`config.mk`:
```
export PLATFORM = sky130hd
export DESIGN_NAME = adc_spi_reader
export DESIGN_NICKNAME = d
export VERILOG_FILES = /design/src/rtl/adc_spi_reader.sv
export SDC_FILE = /design/constraint.sdc
export NUM_CORES = 1
export LEC_CHECK = 0
export BUFFER_PORTS_ARGS = -buffer_cell sky130_fd_sc_hd__clkbuf_2
export CAP_MARGIN = 20
export CORE_MARGIN = 2
export CORE_UTILIZATION = 53
export DETAILED_ROUTE_END_ITERATION = 7
export HOLD_SLACK_MARGIN = 0.08
export PLACE_DENSITY = 0.84
export SYNTH_ARGS = -nofsm -noshare
export SYNTH_HDL_FRONTEND = slang
export SYNTH_SLANG_ARGS = --single-unit
```
`constraint.sdc`:
```
create_clock -name clk -period 2.1 [get_ports clk]
set_input_delay 0.315 -clock clk [delete_from_list [all_inputs] [get_ports clk]]
set_output_delay 0.315 -clock clk [all_outputs]
set_load 0.02 [all_outputs]
```
`src/rtl/adc_spi_reader.sv`:
```
// SPI master for a 10-bit serial ADC: runs CS_b/SCLK frames, extracts the data
// field from each frame and flags the end of every WINDOW_SAMPLES-sample window.
module adc_spi_reader #(
  parameter int CLK_DIV        = 4,
  parameter int FRAME_BITS     = 16,
  parameter int LEAD_BITS      = 3,
  parameter int CS_IDLE        = 2,
  parameter int WINDOW_SAMPLES = 1024
) (
  input  logic       clk,
  input  logic       reset_b,
  input  logic       Enable,
  input  logic       MISO,
  output logic       SCLK,
  output logic       CS_b,
  output logic [9:0] SPI_Data,
  output logic       Sample_Valid,
  output logic       Bit_Count_Reached,
  output logic       Busy
);

  localparam int CNT_MAX = (CLK_DIV > CS_IDLE) ? CLK_DIV : CS_IDLE;
  localparam int CNT_W   = $clog2(CNT_MAX + 1);
  localparam int BIT_W   = $clog2(FRAME_BITS + 1);
  localparam int WIN_W   = $clog2(WINDOW_SAMPLES) + 1;

  typedef enum logic [1:0] {IDLE, SETUP, SHIFT, GAP} state_t;

  state_t           state;
  logic [CNT_W-1:0] tick_cnt;
  logic [BIT_W-1:0] bit_cnt;
  logic [9:0]       shift_q;
  logic [WIN_W-1:0] win_cnt;

  logic div_done;
  logic gap_done;
  logic in_data_window;
  logic start_frame;

  assign div_done       = (tick_cnt == CNT_W'(CLK_DIV - 1));
  assign gap_done       = (tick_cnt == CNT_W'(CS_IDLE - 1));
  // bit_cnt holds the index of the rising edge about to be produced
  assign in_data_window = (bit_cnt >= BIT_W'(LEAD_BITS)) &&
                          (bit_cnt <  BIT_W'(LEAD_BITS + 10));
  // Enable is only consulted between frames, so dropping it never truncates one
  assign start_frame    = Enable && ((state == IDLE) || (state == GAP && gap_done));

  // NOTE: every register here is written with <= so all updates in a cycle
  // see the same pre-edge values regardless of statement order.
  always_ff @(posedge clk or negedge reset_b) begin
    if (!reset_b) begin
      state             <= IDLE;
      tick_cnt          <= '0;
      bit_cnt           <= '0;
      shift_q           <= '0;
      win_cnt           <= '0;
      SCLK              <= 1'b0;
      CS_b              <= 1'b1;
      SPI_Data          <= '0;
      Sample_Valid      <= 1'b0;
      Bit_Count_Reached <= 1'b0;
      Busy              <= 1'b0;
    end else begin
      Sample_Valid      <= 1'b0;
      Bit_Count_Reached <= 1'b0;

      if (start_frame) begin
        state    <= SETUP;
        CS_b     <= 1'b0;
        SCLK     <= 1'b0;
        Busy     <= 1'b1;
        tick_cnt <= '0;
        bit_cnt  <= '0;
        shift_q  <= '0;
      end else begin
        case (state)
          IDLE: begin
            Busy <= 1'b0;
          end

          SETUP: begin
            if (div_done) begin
              state    <= SHIFT;
              tick_cnt <= '0;
            end else begin
              tick_cnt <= tick_cnt + 1'b1;
            end
          end

          SHIFT: begin
            if (div_done) begin
              tick_cnt <= '0;
              SCLK     <= ~SCLK;
              if (!SCLK) begin
                bit_cnt <= bit_cnt + 1'b1;
                if (in_data_window) shift_q <= {shift_q[8:0], MISO};
              end else if (bit_cnt == BIT_W'(FRAME_BITS)) begin
                // last falling edge: release the ADC and publish the word
                state        <= GAP;
                CS_b         <= 1'b1;
                SPI_Data     <= shift_q;
                Sample_Valid <= 1'b1;
                if (win_cnt == WIN_W'(WINDOW_SAMPLES - 1)) begin
                  win_cnt           <= '0;
                  Bit_Count_Reached <= 1'b1;
                end else begin
                  win_cnt <= win_cnt + 1'b1;
                end
              end
            end else begin
              tick_cnt <= tick_cnt + 1'b1;
            end
          end

          GAP: begin
            if (gap_done) begin
              state    <= IDLE;
              Busy     <= 1'b0;
              tick_cnt <= '0;
            end else begin
              tick_cnt <= tick_cnt + 1'b1;
            end
          end

          default: begin
            state <= IDLE;
            CS_b  <= 1'b1;
            SCLK  <= 1'b0;
            Busy  <= 1'b0;
          end
        endcase
      end
    end
  end

endmodule

```
==> impl_metrics.ini, run 1 <==
[status]
status = completed

[logic_synthesis]
synthArstFlopShare_pct = 100
netlist_area_sq_um = 2280
yosysSeqAreaShare_pct = 50.5
ys_seq_elements = 46
synth_area_per_cell_sq_um = 10.5
synth_edf_count = 0
yosys.cell_types.count = 48
ys_warn_count = 0
synthCells = 217
synth_ff_type = dfrtp_1
synth_fp_nets = 232

[power_and_ir_drop]
powerDensity_nw_per_um2 = 940
irDropWorstVdd_uv = 634
p_leak_nw = 1.22

[grt]
grt_use_met1_pct = 26.6
grtUsageMet3_pct = 4.65
globalRoute.totalOverflow = 0
grt_pass1_vias = 1682
use_met2_pct = 34.1
grt-busiest-layer = met2
grt_max_degree = 47
grt_antenna_before_repair = 0
grtUsageTotal_pct = 20.5
grt_pass1_wl_um = 7870

[worst_setup_path]
cp_max_fo = 7
slowest_stage = dfrtp_1
r2r-start = tick_cnt[0]
critical_path_class = flop to flop
cp.arrival_ns = 2.18
cpPeakStageDelay_ns = 0.42
crit_path_end = SPI_Data[9]
critPathRequiredTime_ns = 2.29
start_kind = flop
crit_path_end_kind = flop
cp_common_cell = ha_1
reg2reg_depth = 6
crit_chain = ha_1 -> ha_1 -> and3_1 -> and4_2 -> nand2_2 -> mux2_1
startpoint = tick_cnt[0]
r2r_setup_slack_ns = 0.10
rr_endpoint = SPI_Data[9]

[layout]
antennaDiodeCount = 0
nets = 259
drive_gt1_share_pct = 18.0
synthToLayoutAreaGrowth_pct = 12.9
multi_input_area_sq_um = 1050
final_common_cell = dfrtp_1
fillers = 323
layout_common_cells = dfrtp_1 (45), nand2_1 (21), clkbuf_2 (18), nand3_1 (17)
regArea_sq_um = 1150
stdcell_count = 295

[detailed_routing]
drc = 0
drtPass1Iterations = 6
drt_iter0_drc = 108
vias_per_cell = 5.71
drtAntennaViolNets = 0
postRouteWirelength_um = 4540
dr_total_vias = 1684
wl_per_cell_um = 15.4

[clocking]
cts_max_level = 2
clock_sinks = 46
cts-root-buf = clkbuf_8
path_clk_slew_ns = 0.09
holdBufCountCts = 0
ctsLongestPathBuffers = 2
clock_latency_ns = 0.30
cts_tree = done
cts_made_buffers = 5

[floorplan]
fp-row-count = 23
die_area_sq_um = 4840
coreArea_sq_um = 4060
start_util_pct = 56.2
io_pins = 19
dieWidth_um = 69.6
die_y_um = 69.6

[timing]
setup_tns_ns = 0
setup_viol = 0
fin_worst_skew_ns = 0.00749
timing.fmax_mhz = 501
slew_headroom_pct = 61.9
final-hold-violation-count = 0
slew_viol_final = 0
tightest_slew_ns = 0.570
period_needed_ns = 2.00
period_share_pct = 95.1
rsz0062_at_grt = false

[placed_design]
dp_hpwl_um = 3030
place_inst = 285
port_buffers = 18
gp_congestion = 0.820

[run]
maxCapViolCount = 0

[min_path]
hold_path_class = input pin to async pin
## layer usage
metal  vias to the layer above  wire length, um
li1                        827                -
met1                       805             2090
met2                        42             2180
met3                        10              179
met4                         0               92
met5                         -                0
## Yosys cell counts (3+ instances only)
| library cell | number | area share [%] |
|---|---|---|
| dfrtp_1 | 45 | 49 |
| a21oi_1 | 4 | 0.88 |
| o21ai_0 | 14 | 3.1 |
| inv_1 | 12 | 2.0 |
| nand3_1 | 17 | 3.7 |
| nor3_1 | 3 | 0.66 |
| mux2_1 | 10 | 4.9 |
| and4_1 | 3 | 1.2 |
| xor2_1 | 4 | 1.5 |
| nand2_1 | 21 | 3.5 |
| clkbuf_1 | 6 | 0.99 |
| nor2_1 | 14 | 2.3 |
| ha_1 | 11 | 6.0 |
| o211ai_1 | 3 | 0.99 |
| xnor2_1 | 4 | 1.5 |
| nand4_1 | 6 | 1.6 |
## through the flow
stage | setup WS (ns) | utilization [%] | instance area, sq um | hold slack, ns | total power, mW
global placement | 0.172 | 60.5 | 2460 | 0.434 | 1.81
CTS | 0.0871 | 62.9 | 2550 | 0.101 | 2.43
finish | 0.103 | 63.4 | 2570 | 0.0795 | 2.42
detailed placement | 0.144 | 60.5 | 2460 | 0.436 | 1.84
floorplan | 0.113 | - | 2280 | 0.0194 | 1.61
global route | 0.0160 | 63.4 | 2570 | 0.140 | 2.60
## power by group
| group | switching [mW] | total, mW | internal, mW |
|---|---|---|---|
| Combinational | 0.449 | 0.757 | 0.308 |
| Sequential | 0.104 | 1.09 | 0.983 |
| Clock | 0.304 | 0.577 | 0.272 |
| Total | 0.857 | 2.42 | 1.56 |
## worst max-delay path: cells and delay by family, from the launching register on
kind          cells  cell delay (ns)
fa+ha+maj         2             0.44
mux               1             0.33
flops             1             0.42
simple gates      3             0.69
## worst min path at each step
| stage | startpoint | end | slack (ns) | cells after the start |
|---|---|---|---|---|
| floorplan | reset_b | Bit_Count_Reached | 0.02 | 0 |
| global placement | reset_b | win_cnt[10] | 0.43 | 2 |
| detailed placement | reset_b | win_cnt[5] | 0.44 | 2 |
| CTS | reset_b | win_cnt[5] | 0.10 | 2 |
| global route | reset_b | SPI_Data[5] | 0.14 | 2 |
| finish | reset_b | SPI_Data[5] | 0.08 | 2 |
## area by class of cell
class	instances	share of cell area, %
multi-input combinational	150	40.6
timing repair buffer	29	6.71
inverter	12	1.75
clock inverter	1	0.340
tap	50	2.43
sequential	46	44.8
clock buffer	7	3.35
## cells by family after synthesis
group	Yosys count	share of synthesized area [%]
compound gates	41	12.1
xor+xnor	8	3.07
fa+ha+maj	11	6.04
buf+inv	22	4.23
flops	46	50.5
mux	12	5.82
simple gates	77	18.2
## registers in the layout (all words and copies together) (netlist names)
signal and cells:
Bit_Count_Reached 1, Busy 1, CS_b 1, SCLK 1
SPI_Data 10, Sample_Valid 1, bit_cnt 5, shift_q 10
state 2, tick_cnt 3, win_cnt 11
## timing repair
item | 4_1_cts | 5_1_grt
buffers inserted | 0 | 1
resized for setup | 0 | 2
setup endpoints to repair | 0 | 6
Power figures use the tool's default switching activity.
==> run 2: changes to the inputs <==
--- a/config.mk
+++ b/config.mk
@@ -7,6 +7,7 @@
 export LEC_CHECK = 0
 export BUFFER_PORTS_ARGS = -buffer_cell sky130_fd_sc_hd__clkbuf_2
 export CAP_MARGIN = 20
+export CORE_ASPECT_RATIO = 0.7
 export CORE_MARGIN = 2
 export CORE_UTILIZATION = 53
 export DETAILED_ROUTE_END_ITERATION = 7
==> run 2 against run 1 <==
Compared with the run above:
- wire length up 0.97%
- largest power group unchanged
- setup slack better by 0.049 ns
- clock skew up 0.0014 ns
- non-clock buffer count unchanged
- combinational power up 4.4%
- cell area down 0.83%
- register-to-register slack better by 0.05 ns
- via count up 2.4%
- worst hold slack better by 0.017 ns
- clock power down 6.1%
==> impl_metrics.ini, run 2 (synthesized netlist as in run 1, its figures left out) <==
[status]
status = completed

[floorplan]
die_area_sq_um = 4850
fp-row-count = 19
die_y_um = 58.9
io_pins = 19
coreArea_sq_um = 4020
dieWidth_um = 82.4
start_util_pct = 56.7

[clocking]
holdBufCountCts = 0
cts_max_level = 2
cts.repair.resized = 0
cts_made_buffers = 5
ctsLongestPathBuffers = 2
clock_latency_ns = 0.30
cts_setup_buffers = 0
clock_sinks = 46
cts_tree = done
path_clk_slew_ns = 0.09
cts-root-buf = clkbuf_8

[layout]
synthToLayoutAreaGrowth_pct = 12.0
nets = 258
drive_gt1_share_pct = 17.2
top_register = win_cnt
top_regs = win_cnt x11, SPI_Data x10, shift_q x10
final_util_pct = 63.5
layout_common_cells = dfrtp_1 (45), nand2_1 (21), clkbuf_2 (18), nand3_1 (17)
antennaDiodeCount = 0
final_common_cell = dfrtp_1
largest_reg_flops = 11

[detailed_routing]
wl_per_cell_um = 15.5
vias_per_cell = 5.83
dr_total_vias = 1725
drtAntennaViolNets = 0
postRouteWirelength_um = 4580
drtPass1Iterations = 4
drc = 0
drt_iter0_drc = 162

[power_and_ir_drop]
p_seq_share_pct = 44.9
p_leak_nw = 1.22
p_sw_share_pct = 36.2
power_mw = 2.42
powerDensity_nw_per_um2 = 947
p_switching_uw = 874
power.internal_mw = 1.54
clock_power_share_pct = 22.4
irDropWorstVdd_uv = 561
p_comb_share_pct = 32.7

[worst_setup_path]
crit_path_end_kind = flop
critical_path_class = flop to flop
start_kind = flop
critPathRequiredTime_ns = 2.28
cp_max_fo = 15
cp.arrival_ns = 2.13

[timing]
final-hold-violation-count = 0
setup_ws_ns = 0.153
slew_headroom_pct = 61.6
tightest_slew_ns = 0.576
timing.fmax_mhz = 513
period_needed_ns = 1.95
fin_worst_skew_ns = 0.00891
setup_viol = 0
period_share_pct = 92.7
slew_viol_final = 0
setup_tns_ns = 0
rsz0062_at_grt = false

[placed_design]
dp_hpwl_um = 3170
pre_cts_slack_ns = 0.166
port_buffers = 18
gp_congestion = 0.940

[grt]
grt_max_degree = 47
grtUsageTotal_pct = 21.2
grt_pass1_vias = 1565
grt_pass1_wl_um = 7730
globalRoute.totalOverflow = 0
grt_antenna_before_repair = 0

[min_path]
hold_path_class = input pin to async pin

[run]
maxCapViolCount = 0
run 2: worst paths after layout:
| path | start | end | slack [ns] | depth (start not counted) |
|---|---|---|---|---|
| max | tick_cnt[0] | SPI_Data[7] | 0.15 | 5 |
| min | reset_b | win_cnt[6] | 0.1 | 2 |
| max reg2reg | tick_cnt[0] | SPI_Data[7] | 0.15 | 5 |
| min reg2reg | CS_b | CS_b | 0.47 | 2 |
| max in group asynchronous | reset_b | win_cnt[2] | 1.61 | 2 |
| min in group clk | MISO | shift_q[0] | 0.25 | 3 |
run 2: final cells by class:
| class | count | area, sq um |
|---|---|---|
| Multi-Input combinational cell | 149 | 1030 |
| Sequential cell | 46 | 1150 |
| Fill cell | 316 | 1470 |
| Inverter | 12 | 45.0 |
| Clock inverter | 2 | 13.8 |
| Timing Repair Buffer | 29 | 173 |
| Clock buffer | 6 | 72.6 |
| Tap cell | 52 | 65.1 |
run 2: power groups by stage:
stage               Combinational, mW  Clock [mW]  Sequential (mW)
floorplan                       0.507           0             1.10
global placement                0.758           0             1.09
detailed placement              0.779           0             1.10
CTS                             0.785       0.556             1.08
global route                    0.901       0.595             1.10
finish                          0.790       0.542             1.08
run 2: worst max-delay path, stage by stage (launching register included):
cell	delay [ns]
dfrtp_1	0.42
ha_1	0.24
and3b_1	0.22
o21ai_2	0.35
nand2_4	0.23
mux2_1	0.37
run 2: per-layer routing:
| metal | share of wire, % | GRT usage, % |
|---|---|---|
| met1 | 51 | 33.8 |
| met2 | 45 | 30.3 |
| met3 | 3.3 | 4.75 |
| met4 | 0.22 | 3.10 |
| met5 | 0 | 0 |
run 2: stage by stage:
step                hold slack (ns)  cells  area (sq um)
floorplan                    0.0194    217          2280
global placement              0.436    288          2470
detailed placement            0.444    288          2470
CTS                           0.125    296          2550
global route                  0.157    296          2550
finish                       0.0968    296          2550
